### config.mk
export PLATFORM = sky130hd
export DESIGN_NAME = scs8hd_scan_seq
export DESIGN_NICKNAME = d
export VERILOG_FILES = /design/src/rtl/scs8hd_scan_pkg.sv /design/src/rtl/scs8hd_scan_shreg.sv /design/src/rtl/scs8hd_scan_seq.sv
export SDC_FILE = /design/constraint.sdc
export NUM_CORES = 1
export LEC_CHECK = 0
export BUFFER_PORTS_ARGS = -buffer_cell sky130_fd_sc_hd__buf_2
export CAP_MARGIN = 40
export CELL_PAD_IN_SITES_DETAIL_PLACEMENT = 1
export CELL_PAD_IN_SITES_GLOBAL_PLACEMENT = 1
export CORE_AREA = 2 2 113 115
export CTS_CLUSTER_SIZE = 14
export DETAILED_ROUTE_END_ITERATION = 10
export DIE_AREA = 0 0 115 117
export HOLD_SLACK_MARGIN = 0.12
export PLACE_DENSITY = 0.81
export SLEW_MARGIN = 15
export SYNTH_ARGS = -nofsm -noshare
export SYNTH_HDL_FRONTEND = slang
export SYNTH_SLANG_ARGS = --single-unit
### constraint.sdc
create_clock -name CLK -period 5.1 [get_ports CLK]
set_clock_uncertainty 0.15 [all_clocks]
set_input_delay 1.02 -clock CLK [delete_from_list [all_inputs] [get_ports CLK]]
set_output_delay 1.02 -clock CLK [all_outputs]
set_load 0.05 [all_outputs]
### src/rtl/scs8hd_scan_pkg.sv
// Shared definitions for the scan-chain sequencer: host opcodes, FSM states, timing constants.
package scs8hd_scan_pkg;

    typedef enum logic [1:0] {
        OP_SHIFT       = 2'b00,
        OP_CAPTURE     = 2'b01,
        OP_SCS         = 2'b10,
        OP_CHAIN_RESET = 2'b11
    } cmd_op_e;

    typedef enum logic [2:0] {
        ST_IDLE,
        ST_SHIFT,
        ST_CAPTURE,
        ST_SHIFT2,
        ST_RST,
        ST_DONE
    } state_e;

    // Cycles the chain reset is held low for a CHAIN_RESET command.
    localparam int RST_HOLD = 2;

endpackage

### src/rtl/scs8hd_scan_shreg.sv
// Indexed serializer/deserializer for one scan chain: holds the load pattern,
// collects SCAN_OUT bits by position and flags the last shift cycle.
import scs8hd_scan_pkg::*;

module scs8hd_scan_shreg #(
    parameter int CHAIN_LEN = 32,
    parameter int CNT_W     = $clog2(CHAIN_LEN + 1)
) (
    input  logic                 CLK,
    input  logic                 RESET,
    input  logic                 load,
    input  logic [CHAIN_LEN-1:1] load_data,
    input  logic                 step,
    input  logic                 scan_in,
    output logic                 last,
    output logic                 next_bit,
    output logic [CHAIN_LEN-1:0] par_out
);

    // Bit 0 is presented straight from the command, so only bits 1.. are kept.
    logic [CHAIN_LEN-1:1] pattern;
    logic [CNT_W-1:0]     count;

    assign last = (count == CNT_W'(CHAIN_LEN - 1));

    always_comb begin
        // NOTE: default before the loop so every path assigns next_bit; no latch.
        next_bit = 1'b0;
        for (int i = 0; i < CHAIN_LEN - 1; i++) begin
            if (count == CNT_W'(i)) next_bit = pattern[i+1];
        end
    end

    // NOTE: the capture vector is reset too, so a RESET mid-shift discards partial data.
    always_ff @(posedge CLK or posedge RESET) begin
        if (RESET) begin
            count   <= '0;
            pattern <= '0;
            par_out <= '0;
        end else if (load) begin
            count   <= '0;
            pattern <= load_data;
        end else if (step) begin
            for (int i = 0; i < CHAIN_LEN; i++) begin
                if (count == CNT_W'(i)) par_out[i] <= scan_in;
            end
            count <= last ? '0 : count + CNT_W'(1);
        end
    end

endmodule

### src/rtl/scs8hd_scan_seq.sv
// Scan-chain sequencer: SHIFT / CAPTURE / SHIFT-CAPTURE-SHIFT / CHAIN_RESET commands
// over a valid/ready handshake. Define SCAN_SEQ_PARITY_EN to add the SO_PARITY output.
import scs8hd_scan_pkg::*;

module scs8hd_scan_seq #(
    parameter int CHAIN_LEN = 32,
    parameter int CNT_W     = $clog2(CHAIN_LEN + 1)
) (
    input  logic                 CLK,
    input  logic                 RESET,
    input  logic                 CMD_VALID,
    output logic                 CMD_READY,
    input  logic [1:0]           CMD_OP,
    input  logic [CHAIN_LEN-1:0] SI_DATA,
    output logic [CHAIN_LEN-1:0] SO_DATA,
    output logic                 SO_VALID,
    output logic                 SCE,
    output logic                 SCD,
    output logic                 CHAIN_CKEN,
    output logic                 CHAIN_RESETB,
    input  logic                 SCAN_OUT,
    output logic                 BUSY
`ifdef SCAN_SEQ_PARITY_EN
    ,
    output logic                 SO_PARITY
`endif
);

    state_e               state;
    cmd_op_e              op_q;
    logic [1:0]           rst_cnt;
    logic                 accept;
    logic                 step;
    logic                 last;
    logic                 next_bit;
    logic [CHAIN_LEN-1:0] so_vec;

    assign CMD_READY = (state == ST_IDLE);
    assign BUSY      = (state != ST_IDLE);
    assign accept    = CMD_VALID && CMD_READY;
    assign step      = (state == ST_SHIFT) || (state == ST_SHIFT2);

    scs8hd_scan_shreg #(
        .CHAIN_LEN (CHAIN_LEN),
        .CNT_W     (CNT_W)
    ) u_shreg (
        .CLK       (CLK),
        .RESET     (RESET),
        .load      (accept),
        .load_data (SI_DATA[CHAIN_LEN-1:1]),
        .step      (step),
        .scan_in   (SCAN_OUT),
        .last      (last),
        .next_bit  (next_bit),
        .par_out   (so_vec)
    );

    // NOTE: all state and chain-facing outputs use non-blocking assignment so every
    // flop samples pre-edge values, matching the chain flops clocked by the same CLK.
    always_ff @(posedge CLK or posedge RESET) begin
        if (RESET) begin
            state        <= ST_IDLE;
            op_q         <= OP_SHIFT;
            rst_cnt      <= '0;
            SCE          <= 1'b0;
            SCD          <= 1'b0;
            CHAIN_CKEN   <= 1'b0;
            CHAIN_RESETB <= 1'b0;
            SO_DATA      <= '0;
            SO_VALID     <= 1'b0;
        end else begin
            SO_VALID     <= 1'b0;
            CHAIN_RESETB <= 1'b1;
            case (state)
                ST_IDLE: begin
                    SCE        <= 1'b0;
                    SCD        <= 1'b0;
                    CHAIN_CKEN <= 1'b0;
                    if (accept) begin
                        op_q <= cmd_op_e'(CMD_OP);
                        case (cmd_op_e'(CMD_OP))
                            OP_SHIFT, OP_SCS: begin
                                state      <= ST_SHIFT;
                                SCE        <= 1'b1;
                                CHAIN_CKEN <= 1'b1;
                                SCD        <= SI_DATA[0];
                            end
                            OP_CAPTURE: begin
                                state      <= ST_CAPTURE;
                                CHAIN_CKEN <= 1'b1;
                            end
                            default: begin
                                state        <= ST_RST;
                                rst_cnt      <= '0;
                                CHAIN_RESETB <= 1'b0;
                            end
                        endcase
                    end
                end
                ST_SHIFT, ST_SHIFT2: begin
                    if (last) begin
                        SCE <= 1'b0;
                        SCD <= 1'b0;
                        if (state == ST_SHIFT && op_q == OP_SCS) begin
                            state      <= ST_CAPTURE;
                            CHAIN_CKEN <= 1'b1;
                        end else begin
                            state      <= ST_DONE;
                            CHAIN_CKEN <= 1'b0;
                        end
                    end else begin
                        // The unload pass flushes zeros behind the captured response.
                        SCD <= (state == ST_SHIFT2) ? 1'b0 : next_bit;
                    end
                end
                ST_CAPTURE: begin
                    if (op_q == OP_SCS) begin
                        state      <= ST_SHIFT2;
                        SCE        <= 1'b1;
                        SCD        <= 1'b0;
                        CHAIN_CKEN <= 1'b1;
                    end else begin
                        state      <= ST_DONE;
                        SCE        <= 1'b0;
                        CHAIN_CKEN <= 1'b0;
                    end
                end
                ST_RST: begin
                    CHAIN_CKEN <= 1'b0;
                    if (rst_cnt == 2'(RST_HOLD - 1)) begin
                        state <= ST_DONE;
                    end else begin
                        rst_cnt      <= rst_cnt + 2'd1;
                        CHAIN_RESETB <= 1'b0;
                    end
                end
                ST_DONE: begin
                    SO_DATA  <= so_vec;
                    SO_VALID <= (op_q == OP_SHIFT) || (op_q == OP_SCS);
                    state    <= ST_IDLE;
                end
                default: state <= ST_IDLE;
            endcase
        end
    end

`ifdef SCAN_SEQ_PARITY_EN
    logic parity_acc;

    // Accumulated bit by bit; restarted before the unload pass of an SCS command.
    always_ff @(posedge CLK or posedge RESET) begin
        if (RESET) begin
            parity_acc <= 1'b0;
            SO_PARITY  <= 1'b0;
        end else begin
            if (accept || state == ST_CAPTURE) parity_acc <= 1'b0;
            else if (step)                     parity_acc <= parity_acc ^ SCAN_OUT;
            if (state == ST_DONE) SO_PARITY <= parity_acc;
        end
    end
`endif

endmodule

==> run_results.csv, run 1 <==
group,metric,value,unit
layout,fin_nets,618,
place,portBuffers,76,
cts,holdBufCountCts,0,
yosys,synth_edf_count,0,
floorplanning,start_util,0.426,
setup_path,critPathKind,"reg2out",
power_and_ir_drop,power_density,720,mW/mm^2
detailed_routing,drtIter0Drc,212,
sta,rsz0062_at_grt,"no",
yosys,syn-num-nets,548,
floorplanning,rows,41,
setup_path,r2r_cells,6,
yosys,synth-async-reset-ratio,1.00,
floorplanning,core-area,0.0123,sq mm
floorplanning,fp.dieH,117,microns
detailed_routing,drtPass1Iterations,4,
grt,grt_pass1_wl,21900,microns
grt,grt_pass1_vias,4279,
yosys,netlist_area,0.00525,sq mm
setup_path,r2r_start,"u_shreg.count[0]",
grt,gr-usage-all-layers,0.213,
yosys,yosys_warnings,0,
setup_path,crit_start,"state[2]",
outcome,status,"finished, final reports clean",
yosys,synth_largest_area_cell,"dfrtp_1",
grt,grt_max_degree,63,
cts,numCtsBuffers,17,
setup_path,crit_fanout,17,
min_path,hold_path_startpoint,"u_shreg.pattern[1]",
yosys,ys_seq_area_frac,0.539,
yosys,yosysMostFrequentCell,"nand2_1",
detailed_routing,wl_per_cell,17.4,microns
power_and_ir_drop,power.leakage,2.96,nW
yosys,synth_area_leaders,"dfrtp_1, mux2_2, nand2_1, nor2_1, o21ai_0",
yosys,synth-seq-cells,113,
floorplanning,die_area,0.0135,sq mm
setup_path,worstPathArrival,1.74,ns
place,routabilityCongestion,0.917,
cts,clock-root-buffer,"clkbuf_16",
sta,hold_ws,0.318,ns
sta,period_minus_slack,2.91,ns
floorplanning,die_width,115,microns
floorplanning,io_pins,77,
place,dp_hpwl,8580,microns
layout,fillCellCount,1404,
setup_path,crit_required,3.93,ns
detailed_routing,avgViaCountPerCell,5.45,
sta,slew_violations,0,
setup_path,start_kind,"flip-flop",
sta,max_freq,344,MHz
yosys,ys.flop_type,"dfrtp_1",
layout,syn2layout_area_growth,20.4,%
cts,cts_buffer_depth,2,
sta,setup_tns,0,ns
layout,num_antenna_cells,0,
cts,cts_tree,"built",
layout,drive_above_1_share,0.309,
layout,regArea,0.00283,sq mm
min_path,hp-class,"reg2reg",
min_path,hold_depth,2,
yosys,synthCells,505,
cts,cts-htree-levels,4,
power_and_ir_drop,ir_worst_vdd,0.000244,V
detailed_routing,drc,0,
detailed_routing,ant_nets,0,
sta,fin_crit_sh,0.570,
yosys,synth.distinct_cells,61,
detailed_routing,wirelength,12800,microns
sta,slew_headroom,0.437,
cts,clk_latency,0.41,ns
yosys,avgSynthCellArea,10.4,sq um
sta,hold_violations,0,
cts,clkTransAtPathRegs,0.05,ns
detailed_routing,vias,4012,
run,drv_cap,0,
sta,tightest_slew,0.845,ns
cts,postCtsSetupBuffers,0,
cts,ctsResizeCount,0,
yosys,synthTopCellsByCount,"nand2_1, dfrtp_1, mux2_2",
yosys,synth_top_area_frac,0.539,
cts,cts_num_sinks,113,
grt,grt-ovfl-total,0,
sta,setup_viol,0,
grt,antenna_found_initial,0,
setup_path,endpoint_kind,"primary output",
layout,multi_input_area,0.00223,sq mm
## per-stage QoR
step / power, W / util / instance area [sq um] / setup WS [ns] / cells
CTS: 0.00458 / 0.512 / 6300 / 2.19 / 735
finish: 0.00455 / 0.513 / 6320 / 2.19 / 736
global route: 0.00484 / 0.513 / 6320 / 2.09 / 736
floorplan: 0.00295 / - / 5250 / 0.943 / 505
detailed placement: 0.00342 / 0.467 / 5750 / 2.42 / 705
global placement: 0.00332 / 0.463 / 5700 / 2.41 / 703
## state kept, by name, summed over array words and instances (netlist names)
signal	flops
state	3
SO_VALID	1
u_shreg.par_out	32
SO_DATA	32
CHAIN_RESETB	1
u_shreg.count	6
u_shreg.pattern	31
SCD	1
op_q	2
CHAIN_CKEN	1
SCE	1
rst_cnt	2
## where the power goes
part / total, W / internal, W / switching, W
Sequential: 0.00165 / 0.00132 / 0.000334
Clock: 0.00111 / 0.000725 / 0.000389
Combinational: 0.00178 / 0.000633 / 0.00115
## critical path, cell delays in order (launching register included)
cell,delay [ns]
dfrtp_1,0.56
nor3_1,0.42
buf_2,0.34
## logic make-up after synthesis
logic type | Yosys count | share of synthesized area
adders and majority gates | 5 | 0.0119
DFF | 113 | 0.539
AOI/OAI and AO/OA | 63 | 0.0834
buffers and inverters | 44 | 0.0365
xor gates and xnor gates | 2 | 0.00334
and+or+nand+nor | 215 | 0.191
muxes | 63 | 0.135
## layout make-up
cell class,count,area share
timing repair buffer,83,0.0741
tap,150,0.0297
clock inverter,5,0.00832
multi-input combinational,348,0.353
sequential,113,0.448
inverter,12,0.00752
clock buffer,25,0.0800
## layout by cell type (no fill, tap or decap), types with 3 or more instances in the layout
| cell type | count |
|---|---|
| nand2_1 | 133 |
| buf_4 | 4 |
| ha_1 | 5 |
| clkinv_2 | 3 |
| nor2_1 | 24 |
| nand2b_1 | 8 |
| nor2b_1 | 4 |
| inv_1 | 11 |
| a21oi_1 | 6 |
| nand3b_1 | 4 |
| a31oi_1 | 5 |
| and3b_1 | 3 |
| buf_2 | 76 |
| a2111oi_0 | 3 |
| o21ai_0 | 17 |
| o31ai_1 | 4 |
| clkbuf_8 | 5 |
| nor3_1 | 5 |
| nand3_1 | 11 |
| clkbuf_1 | 3 |
| a211oi_1 | 5 |
| mux2_2 | 62 |
| dfrtp_1 | 113 |
| clkbuf_16 | 17 |
## path summary, 6_finish.rpt
path / endpoint / slack (ns)
max reg2reg: CHAIN_CKEN / 2.44
min in group asynchronous: SO_DATA[7] / 0.38
max: CMD_READY / 2.19
min: u_shreg.pattern[1] / 0.32
max in group asynchronous: SO_DATA[22] / 3.71
min reg2reg: u_shreg.pattern[1] / 0.32
## layer usage
layer | routed length (microns) | GRT usage | part of all wire | vias to the layer above
li1 | - | - | - | 1878
met1 | 5710 | 0.259 | 0.45 | 2009
met2 | 6360 | 0.362 | 0.50 | 104
met3 | 499 | 0.0489 | 0.039 | 21
met4 | 264 | 0.0940 | 0.021 | 0
met5 | 0 | 0 | 0 | -
Note: power is estimated with default switching activity, not from simulation.
==> run 2: changes to the inputs <==
==> constraint.sdc (replaced) <==
create_clock -name CLK -period 2.78 [get_ports CLK]
set_clock_uncertainty 0.15 [all_clocks]
set_input_delay 0.556 -clock CLK [delete_from_list [all_inputs] [get_ports CLK]]
set_output_delay 0.556 -clock CLK [all_outputs]
set_load 0.05 [all_outputs]
==> run 2 against run 1 <==
Hold slack got worse by 0.20 ns. Non-clock buffer count increased by 5. Core utilization increased by 0.47 points. Flip-flop and latch count stayed put. Register-to-register slack lost 2.2 ns. First-iteration DRC count is 9.0% lower. Clock-buffer cell count shrank 4. Sequential share of layout area shrank 0.40 points. Via count hardly changed. Die area unchanged. Combinational power grew 89%. Total power increased by 86%. Critical path type is now reg2reg. Highest routed layer unchanged.
==> run_results.csv, run 2 (synthesis gave the netlist of run 1 again) <==
group,metric,value,unit
setup_path,start_kind,"flip-flop",
detailed_routing,wirelength,13100,microns
setup_path,r2r-end,"SCD",
layout,reg_top3,"SO_DATA x32, u_shreg.par_out x32, u_shreg.pattern x31",
setup_path,max_stage_delay,0.58,ns
layout,final_cell_area,0.00638,sq mm
sta,max_freq,400,MHz
sta,tightest_slew,0.764,ns
cts,clk_latency,0.42,ns
cts,cts-htree-levels,4,
min_path,hp-class,"in2async",
cts,cts_num_sinks,113,
detailed_routing,avgViaCountPerCell,5.40,
layout,layout.cells.non_filler,743,
power_and_ir_drop,p_int,0.00499,W
grt,grt_pass1_wl,21500,microns
floorplanning,die_area,0.0135,sq mm
cts,clock-root-buffer,"clkbuf_16",
layout,drive_above_1_share,0.322,
power_and_ir_drop,power_density,1330,mW/mm^2
setup_path,crit_required,2.92,ns
cts,postCtsSetupBuffers,0,
setup_path,crit_chain,"inv_1 > ha_1 > buf_4 > nor2_1 > nor3_1 > o211ai_1 > a221oi_1 > a21oi_1",
setup_path,worstPathArrival,2.64,ns
place,post-place-ws,0.262,ns
power_and_ir_drop,p_comb_frac,0.398,
layout,mostFrequentLayoutCell,"nand2_1",
power_and_ir_drop,clkPwrFrac,0.251,
floorplanning,start_util,0.426,
sta,rsz0062_at_grt,"no",
place,dp_hpwl,8940,microns
detailed_routing,wl_per_cell,17.6,microns
cts,cts_tree,"built",
floorplanning,io_pins,77,
power_and_ir_drop,seqPwrFrac,0.351,
place,dp.cells,711,
outcome,status,"finished, final reports clean",
detailed_routing,drtPass1Iterations,7,
cts,ctsResizeCount,0,
grt,grt_max_degree,48,
floorplanning,die_width,115,microns
cts,numCtsBuffers,17,
power_and_ir_drop,p_switching,0.00346,W
detailed_routing,drc,0,
floorplanning,core-area,0.0123,sq mm
layout,layout_common_cells,"nand2_1, dfrtp_1, buf_2",
power_and_ir_drop,switching_share,0.409,
grt,gr-usage-all-layers,0.210,
setup_path,r2r_start,"u_shreg.count[0]",
power_and_ir_drop,ir_worst_vdd,0.000465,V
detailed_routing,drtIter0Drc,193,
setup_path,r2r_slack,0.28,ns
sta,hold_ws,0.121,ns
place,routabilityCongestion,0.904,
setup_path,cp_slowest_cell,"ha_1",
setup_path,endpoint_kind,"flip-flop",
sta,timing.final.ws_setup,0.278,ns
setup_path,r2r_cells,8,
sta,fin_crit_sh,0.900,
grt,antenna_found_initial,0,
layout,fin_nets,623,
grt,grt-ovfl-total,0,
floorplanning,fp.dieH,117,microns
power_and_ir_drop,power.leakage,3.00,nW
floorplanning,rows,41,
sta,period_minus_slack,2.50,ns
cts,holdBufCountCts,0,
setup_path,critPathKind,"reg2reg",
detailed_routing,vias,4013,
sta,hold_violations,0,
grt,grt_pass1_vias,4231,
place,portBuffers,76,
cts,cts_buffer_depth,2,
sta,setup_viol,0,
place,dpl_cell_area,0.00579,sq mm
cts,clkTransAtPathRegs,0.05,ns
layout,syn2layout_area_growth,21.5,%
setup_path,crit_fanout,21,
run,drv_cap,0,
detailed_routing,ant_nets,0,
layout,num_antenna_cells,0,
sta,setup_tns,0,ns
sta,slew_headroom,0.489,
sta,slew_violations,0,
-- run 2: cell types whose count changed in the layout (fill, tap and decap cells not counted), moves of 2 or more --
cell / delta
clkbuf_1: -2
buf_4: +6
buf_12: +2
clkbuf_8: -2
clkinv_2: +4
buf_8: -2
-- run 2: metrics by stage --
step	total power (W)	util
global route	0.00899	0.518
finish	0.00845	0.518
CTS	0.00855	0.518
floorplan	0.00542	-
detailed placement	0.00635	0.471
global placement	0.00619	0.471
-- run 2: final cells by class --
type	instances	area (sq um)
flip-flops and latches	113	2830
multi-input cells	348	2230
inverters	12	48.8
repair buffers	88	495
fillers	1389	5940
clock buffers	21	470
clock inverters	11	111
well taps	150	188
-- run 2: worst max-delay path by stage --
stage                     start  endpoint  slack (ns)  cells after the start
6_report       u_shreg.count[0]       SCD        0.28                      8
5_1_grt        u_shreg.count[0]       SCD        0.08                      8
4_1_cts        u_shreg.count[0]       SCD        0.25                      8
3_5_place_dp   u_shreg.count[0]       SCD        0.26                      8
3_3_place_gp   u_shreg.count[0]       SCD        0.43                      8
2_1_floorplan          state[2]      BUSY        0.38                      3
-- run 2: metal layers --
layer	vias up	share of wire	wire length (microns)	global-route usage
met1	2012	0.45	5840	0.261
met4	0	0.014	181	0.0787
met3	12	0.042	547	0.0597
met2	91	0.50	6490	0.351
met5	-	0	0	0
li1	1898	-	-	-
-- run 2: critical path: cells and delay by family, from the launching register on --
kind                       cells  cell delay (ns)
adders and majority gates      1             0.58
AOI/OAI and AO/OA              3             0.50
DFF                            1             0.45
buffers and inverters          2             0.39
and+or+nand+nor                2             0.29
-- run 2: power by group through the flow --
stage | sequential [W] | clock [W] | combinational [W]
4_1_cts | 0.00298 | 0.00217 | 0.00340
3_3_place_gp | 0.00294 | 0 | 0.00325
2_1_floorplan | 0.00361 | 0 | 0.00181
5_1_grt | 0.00307 | 0.00225 | 0.00367
3_5_place_dp | 0.00299 | 0 | 0.00336
6_report | 0.00296 | 0.00212 | 0.00337
